File: config.mk
export PLATFORM = sky130hd
export DESIGN_NAME = alu_pipe
export DESIGN_NICKNAME = d
export VERILOG_FILES = /design/src/rtl/alu_pipe.sv
export SDC_FILE = /design/constraint.sdc
export NUM_CORES = 1
export LEC_CHECK = 0
export ABC_AREA = 1
export CAP_MARGIN = 20
export CORE_UTILIZATION = 50
export DETAILED_ROUTE_END_ITERATION = 16
export HOLD_SLACK_MARGIN = 0.12
export MAX_ROUTING_LAYER = met4
export PLACE_DENSITY_LB_ADDON = 0.08
export SYNTH_ARGS = -nofsm -noshare
export SYNTH_HDL_FRONTEND = slang
export SYNTH_SLANG_ARGS = --single-unit
export TNS_END_PERCENT = 1
File: constraint.sdc
create_clock -name clk -period 10.5 [get_ports clk]
set_clock_uncertainty 0.1 [all_clocks]
set_input_delay 2.1 -clock clk [delete_from_list [all_inputs] [get_ports clk]]
set_output_delay 2.1 -clock clk [all_outputs]
set_load 0.01 [all_outputs]
File: src/rtl/alu_pipe.sv
// -----------------------------------------------------------------------------
// alu_pipe
//   Handshaked ALU for the MIPS EX stage, placed between the ID/EX operand
//   latches and the EX/MEM register. Single-cycle ops are computed
//   combinationally and land in the output register on the accepting edge.
//   mul runs in an iterative shift-add unit that holds in_ready low until the
//   product is written to the output register WIDTH cycles after accept.
//
// Parameters
//   WIDTH      operand/result width (>=4, power of two)
//   SHW        shift-amount bits, taken from in2[SHW-1:0]
//
// Ports
//   clk        rising-edge clock
//   rst        asynchronous, active-high reset
//   in_valid   operands/op presented
//   in_ready   unit can accept (transfer on in_valid & in_ready)
//   in1        operand A
//   in2        operand B / shift amount
//   aluop      operation select:
//                0 add, 1 sub, 2 and, 3 or, 4 sll, 5 srl, 6 slt, 7 sra,
//                8 xor, 9 nor, 10 sltu, 11 mul, 12-15 reserved (out=0)
//   out_valid  out/zeroflag/ovf hold a result
//   out_ready  consumer takes result on out_valid & out_ready
//   out        result
//   zeroflag   in1 == in2 of the accepted operation (beq compare)
//   ovf        signed overflow of add/sub, 0 for every other op
// -----------------------------------------------------------------------------
module alu_pipe #(
    parameter int WIDTH = 32,
    parameter int SHW   = $clog2(WIDTH)
) (
    input  logic             clk,
    input  logic             rst,
    input  logic             in_valid,
    output logic             in_ready,
    input  logic [WIDTH-1:0] in1,
    input  logic [WIDTH-1:0] in2,
    input  logic [3:0]       aluop,
    output logic             out_valid,
    input  logic             out_ready,
    output logic [WIDTH-1:0] out,
    output logic             zeroflag,
    output logic             ovf
);

    typedef enum logic {
        S_IDLE = 1'b0,
        S_MUL  = 1'b1
    } state_t;

    localparam logic [3:0] OP_ADD  = 4'd0;
    localparam logic [3:0] OP_SUB  = 4'd1;
    localparam logic [3:0] OP_AND  = 4'd2;
    localparam logic [3:0] OP_OR   = 4'd3;
    localparam logic [3:0] OP_SLL  = 4'd4;
    localparam logic [3:0] OP_SRL  = 4'd5;
    localparam logic [3:0] OP_SLT  = 4'd6;
    localparam logic [3:0] OP_SRA  = 4'd7;
    localparam logic [3:0] OP_XOR  = 4'd8;
    localparam logic [3:0] OP_NOR  = 4'd9;
    localparam logic [3:0] OP_SLTU = 4'd10;
    localparam logic [3:0] OP_MUL  = 4'd11;

    // Step counter value during the final shift-add iteration.
    localparam logic [SHW-1:0] CNT_LAST = SHW'(WIDTH - 1);

    // -------------------------------------------------------------------------
    // State and registers
    // -------------------------------------------------------------------------
    state_t           state_q,     state_d;
    logic [WIDTH-1:0] out_q,       out_d;
    logic             zf_q,        zf_d;
    logic             ovf_q,       ovf_d;
    logic             out_valid_q, out_valid_d;
    logic [WIDTH-1:0] mcand_q,     mcand_d;
    logic [WIDTH-1:0] mplier_q,    mplier_d;
    logic [WIDTH-1:0] acc_q,       acc_d;
    logic [SHW-1:0]   cnt_q,       cnt_d;

    logic             accept;

    // -------------------------------------------------------------------------
    // Single-cycle ALU datapath
    // -------------------------------------------------------------------------
    logic [SHW-1:0]   shamt;
    logic [WIDTH-1:0] sum;
    logic [WIDTH-1:0] diff;
    logic [WIDTH-1:0] alu_res;
    logic             alu_ovf;

    // NOTE: every signal written in an always_comb gets a default on entry, so
    // no path through the case statements can leave it unassigned (no latch).
    always_comb begin
        shamt   = in2[SHW-1:0];
        sum     = in1 + in2;
        diff    = in1 - in2;
        alu_res = '0;
        alu_ovf = 1'b0;
        case (aluop)
            OP_ADD: begin
                alu_res = sum;
                // Same-sign operands whose sum flips sign.
                alu_ovf = (in1[WIDTH-1] == in2[WIDTH-1]) &&
                          (sum[WIDTH-1] != in1[WIDTH-1]);
            end
            OP_SUB: begin
                alu_res = diff;
                // Opposite-sign operands whose difference takes B's sign.
                alu_ovf = (in1[WIDTH-1] != in2[WIDTH-1]) &&
                          (diff[WIDTH-1] != in1[WIDTH-1]);
            end
            OP_AND:  alu_res = in1 & in2;
            OP_OR:   alu_res = in1 | in2;
            OP_SLL:  alu_res = in1 << shamt;
            OP_SRL:  alu_res = in1 >> shamt;
            OP_SLT:  alu_res = {{(WIDTH-1){1'b0}}, ($signed(in1) < $signed(in2))};
            OP_SRA:  alu_res = $signed(in1) >>> shamt;
            OP_XOR:  alu_res = in1 ^ in2;
            OP_NOR:  alu_res = ~(in1 | in2);
            OP_SLTU: alu_res = {{(WIDTH-1){1'b0}}, (in1 < in2)};
            default: begin
                // mul is produced by the iterative unit; reserved codes give 0.
                alu_res = '0;
                alu_ovf = 1'b0;
            end
        endcase
    end

    // -------------------------------------------------------------------------
    // Handshake
    // -------------------------------------------------------------------------
    // A held result blocks new work unless the consumer takes it this cycle,
    // which lets single-cycle ops stream at full rate.
    assign in_ready = ~rst && (state_q == S_IDLE) && (~out_valid_q || out_ready);
    assign accept   = in_valid && in_ready;

    // -------------------------------------------------------------------------
    // Shift-add multiplier step
    // -------------------------------------------------------------------------
    logic [WIDTH-1:0] acc_next;

    assign acc_next = acc_q + (mplier_q[0] ? mcand_q : '0);

    // -------------------------------------------------------------------------
    // Next-state logic
    // -------------------------------------------------------------------------
    always_comb begin
        state_d     = state_q;
        out_d       = out_q;
        zf_d        = zf_q;
        ovf_d       = ovf_q;
        out_valid_d = out_valid_q;
        mcand_d     = mcand_q;
        mplier_d    = mplier_q;
        acc_d       = acc_q;
        cnt_d       = cnt_q;

        case (state_q)
            S_IDLE: begin
                if (accept) begin
                    zf_d = (in1 == in2);
                    if (aluop == OP_MUL) begin
                        mcand_d     = in1;
                        mplier_d    = in2;
                        acc_d       = '0;
                        cnt_d       = '0;
                        // Any previous result was either empty or consumed on
                        // this edge; nothing is valid until the product lands.
                        out_valid_d = 1'b0;
                        state_d     = S_MUL;
                    end else begin
                        out_d       = alu_res;
                        ovf_d       = alu_ovf;
                        out_valid_d = 1'b1;
                    end
                end else if (out_valid_q && out_ready) begin
                    out_valid_d = 1'b0;
                end
            end

            S_MUL: begin
                acc_d    = acc_next;
                mcand_d  = mcand_q << 1;
                mplier_d = mplier_q >> 1;
                cnt_d    = cnt_q + SHW'(1);
                if (cnt_q == CNT_LAST) begin
                    out_d       = acc_next;
                    ovf_d       = 1'b0;
                    out_valid_d = 1'b1;
                    state_d     = S_IDLE;
                end
            end

            default: state_d = S_IDLE;
        endcase
    end

    // -------------------------------------------------------------------------
    // Registers
    // -------------------------------------------------------------------------
    // NOTE: sequential state uses non-blocking assignments so every flop
    // samples its _d value from before the edge, independent of statement order.
    always_ff @(posedge clk or posedge rst) begin
        if (rst) begin
            state_q     <= S_IDLE;
            out_q       <= '0;
            zf_q        <= 1'b0;
            ovf_q       <= 1'b0;
            out_valid_q <= 1'b0;
            mcand_q     <= '0;
            mplier_q    <= '0;
            acc_q       <= '0;
            cnt_q       <= '0;
        end else begin
            state_q     <= state_d;
            out_q       <= out_d;
            zf_q        <= zf_d;
            ovf_q       <= ovf_d;
            out_valid_q <= out_valid_d;
            mcand_q     <= mcand_d;
            mplier_q    <= mplier_d;
            acc_q       <= acc_d;
            cnt_q       <= cnt_d;
        end
    end

    assign out       = out_q;
    assign zeroflag  = zf_q;
    assign ovf       = ovf_q;
    assign out_valid = out_valid_q;

endmodule

==> run summary <==
Outcome -> completed
Placeable Area -> 36500 sq um
Post-CTS setup buffers -> 0
DRT Pass-1 Iters -> 6
CP startpoint kind -> input port
Setup crit end kind -> register
Share of layout cells above drive strength 1 -> 3.07%
Worst vdd ir -> 212 uV
Hold Buf Count CTS -> 0
Number of antenna violations at the first check in global routing -> 4
Ports -> 108
Met2 Wirelength -> 38500 microns
Vias in the first global route -> 22300
CTS tree -> built
Die Width -> 194 microns
Full die area -> 37800 sq um
Worst hold path type -> reg -> reg
H-tree levels -> 4
Worst-skew pair later-pin latency -> 490 ps
Ys Warns -> 0
Global-route wire length before repair -> 137000 microns
Top Layer Used -> met4
Antenna Nets Post-Route -> 0
Flops & latches, synth -> 137
Relative max-transition margin -> 23.1%
Row count -> 70
I/O Buffers -> 107
Layout Nets -> 3520
Design area -> 20300 sq um
Clock Tree Buf Depth -> 2
Placed instance area -> 19700 sq um
Initial DRC count -> 3054
WS Path Type -> in -> reg
Worst EP arrival -> 6350 ps
CP Launch Point -> in2[4]
Worst-path clk slew -> 80 ps
Reg area -> 3430 sq um
Final slew viol count -> 0
Post-synth EDFFs -> 0
WL met3 -> 12300 microns
Actual slew at the worst max-slew pin -> 1150 ps
Post-synth ARST share -> 100%
Final hold vios -> 0
Synth unique cells -> 51
Seq/Total Area, Yosys -> 18.5%
Wire per inst -> 24.8 microns
Design Power -> 3.04 mW
Final wirelength -> 94100 microns
Final GP Congestion -> 1.13
Filler Cells Inserted -> 3829
Min-Delay Startpoint -> mplier_q[1]$_DFFE_PP0P_
CP Max Fanout -> 34
Max Cap Viol -> 0
Setup TNS -> 0 ps
Met1 WL -> 35100 microns
Total CTS buffers -> 17
DRC errors left -> 0
Finished Core Util -> 55.6%
Final WS setup -> 4420 ps
Cell area after synthesis -> 18500 sq um
Initial Utilization -> 50.6%
GR Overflow Total -> 0
Post-cts resize count -> 0
Vias -> 23500
Min Tclk post-route -> 6080 ps
Clk root buf -> clkbuf_16
Routed vias/inst -> 6.20
Fin crit share -> 57.9%
Critical Path RT -> 10770 ps
Setup slack at placement -> 4210 ps
Pwr/cell area -> 150 nW/um^2
Largest net degree at the start of global routing -> 89
Synth Flop Type -> dfrtp_1
Total track usage -> 50.9%
Syn avg cell area -> 5.62 sq um
Achievable Freq -> 164 MHz
RSZ-0062 raised after global routing -> false
Synthesized netlist cell count -> 3288
Syn Nets -> 3500
Multi-input logic area -> 12800 sq um
CTS Sinks -> 137
Reg2reg start -> mplier_q[0]$_DFFE_PP0P_
Hpwl dp -> 73000 microns
P_leak -> 11.1 nW
Final Setup Violations -> 0
Die Span Y -> 194 microns
Layout area overhead -> 9.79%
-- per-stage QoR --
stage	hold WS, ps	std cells
2_1_floorplan	348	3288
3_3_place_gp	363	3757
3_5_place_dp	367	3757
4_1_cts	387	3789
5_1_grt	401	3793
6_report	385	3793
-- cell usage after synthesis (all sizes together), types with 7 or more instances --
| cell | number | share of area [%] |
|---|---|---|
| nand2 | 1220 | 25 |
| inv | 424 | 8.6 |
| nand3 | 388 | 11 |
| nor2 | 289 | 6.2 |
| a21oi | 159 | 4.3 |
| dfrtp | 137 | 19 |
| ha | 137 | 9.3 |
| o21ai | 119 | 3.3 |
| buf | 88 | 2.7 |
| nand4 | 57 | 1.9 |
| clkbuf | 45 | 0.94 |
| o211ai | 42 | 1.7 |
| a22oi | 29 | 1.2 |
| nor3 | 26 | 0.70 |
| o21bai | 19 | 0.77 |
| o22ai | 15 | 0.51 |
| and2 | 12 | 0.41 |
| a221oi | 8 | 0.38 |
| nand3b | 8 | 0.32 |
| or2 | 8 | 0.27 |
| a31oi | 7 | 0.24 |
| o221ai | 7 | 0.33 |
-- logic make-up after synthesis --
logic type / synth area share, %
AO/OA/AOI/OAI: 13.9
buffers and inverters: 12.2
multiplexers: 0.0541
XOR/XNOR: 0.190
flip-flops: 18.5
AND/OR/NAND/NOR: 45.5
adder cells (fa/ha/maj): 9.60
-- area by class of cell --
| type | count | area share (%) |
|---|---|---|
| Sequential cell | 137 | 16.9 |
| Tap cell | 468 | 2.88 |
| Clock inverter | 13 | 0.771 |
| Antenna cell | 4 | 0.0493 |
| Inverter | 425 | 7.88 |
| Multi-Input combinational cell | 2593 | 63.1 |
| Timing Repair Buffer | 134 | 6.20 |
| Clock buffer | 19 | 2.23 |
-- worst paths after layout --
check / cells past startpoint / slack (ps) / to
worst min register to register: 2 / 390 / mplier_q[1]$_DFFE_PP0P_
min in group asynchronous: 2 / 2110 / out_valid$_DFFE_PP0P_
worst max-delay path: 15 / 4420 / out[5]$_DFFE_PP0P_
worst min-delay path: 2 / 390 / mplier_q[1]$_DFFE_PP0P_
worst max register to register: 17 / 6690 / out[26]$_DFFE_PP0P_
max in group asynchronous: 3 / 6840 / mplier_q[13]$_DFFE_PP0P_
-- flip-flops by register name (all words and copies together) (netlist names) --
name	count
out_valid	1
acc_q	32
out	32
ovf	1
mcand_q	32
cnt_q	5
state_q	1
zeroflag	1
mplier_q	32
-- worst max-delay path: stages --
cell             delay, ps
clkdlybuf4s50_1        460
buf_4                  400
clkinv_1               740
ha_1                   770
inv_1                  150
nand2_1                 90
nand2_1                 80
inv_1                   90
nand3_1                230
o21ai_0                330
nand4_1                160
nor2_1                 300
nand2_1                160
a21oi_1                180
nor2_1                  60
-- layer usage --
| metal | vias up | global-route usage (%) |
|---|---|---|
| met5 | - | - |
| met4 | 0 | 38.7 |
| met3 | 382 | 15.5 |
| met2 | 1646 | 72.7 |
| met1 | 10800 | 59.7 |
| li1 | 10700 | - |
-- layout by cell type, fill, tap and decap left out, types with 8 or more instances in the layout --
master,synthesis,final
o22ai_1,15,15
nand4_1,57,57
o21ai_0,101,101
o211ai_1,42,42
a22oi_1,29,29
nor2_1,278,278
a221oi_1,8,8
nand2_1,1216,1216
clkdlybuf4s50_1,0,104
inv_1,413,412
buf_4,13,27
dfrtp_1,137,136
nand3_1,387,387
o21bai_1,19,19
clkbuf_16,0,17
o21ai_1,16,16
nand3b_1,8,8
ha_1,137,137
nor3_1,26,26
and2_1,12,12
inv_2,11,11
a21oi_1,157,157
-- power breakdown --
group / leakage [nW] / switching [mW] / internal [mW]
Sequential: 1.78 / 0.194 / 0.722
Combinational: 9.07 / 0.980 / 0.482
Clock: 0.287 / 0.295 / 0.368
Total: 11.1 / 1.47 / 1.57
Power figures use the tool's default switching activity.
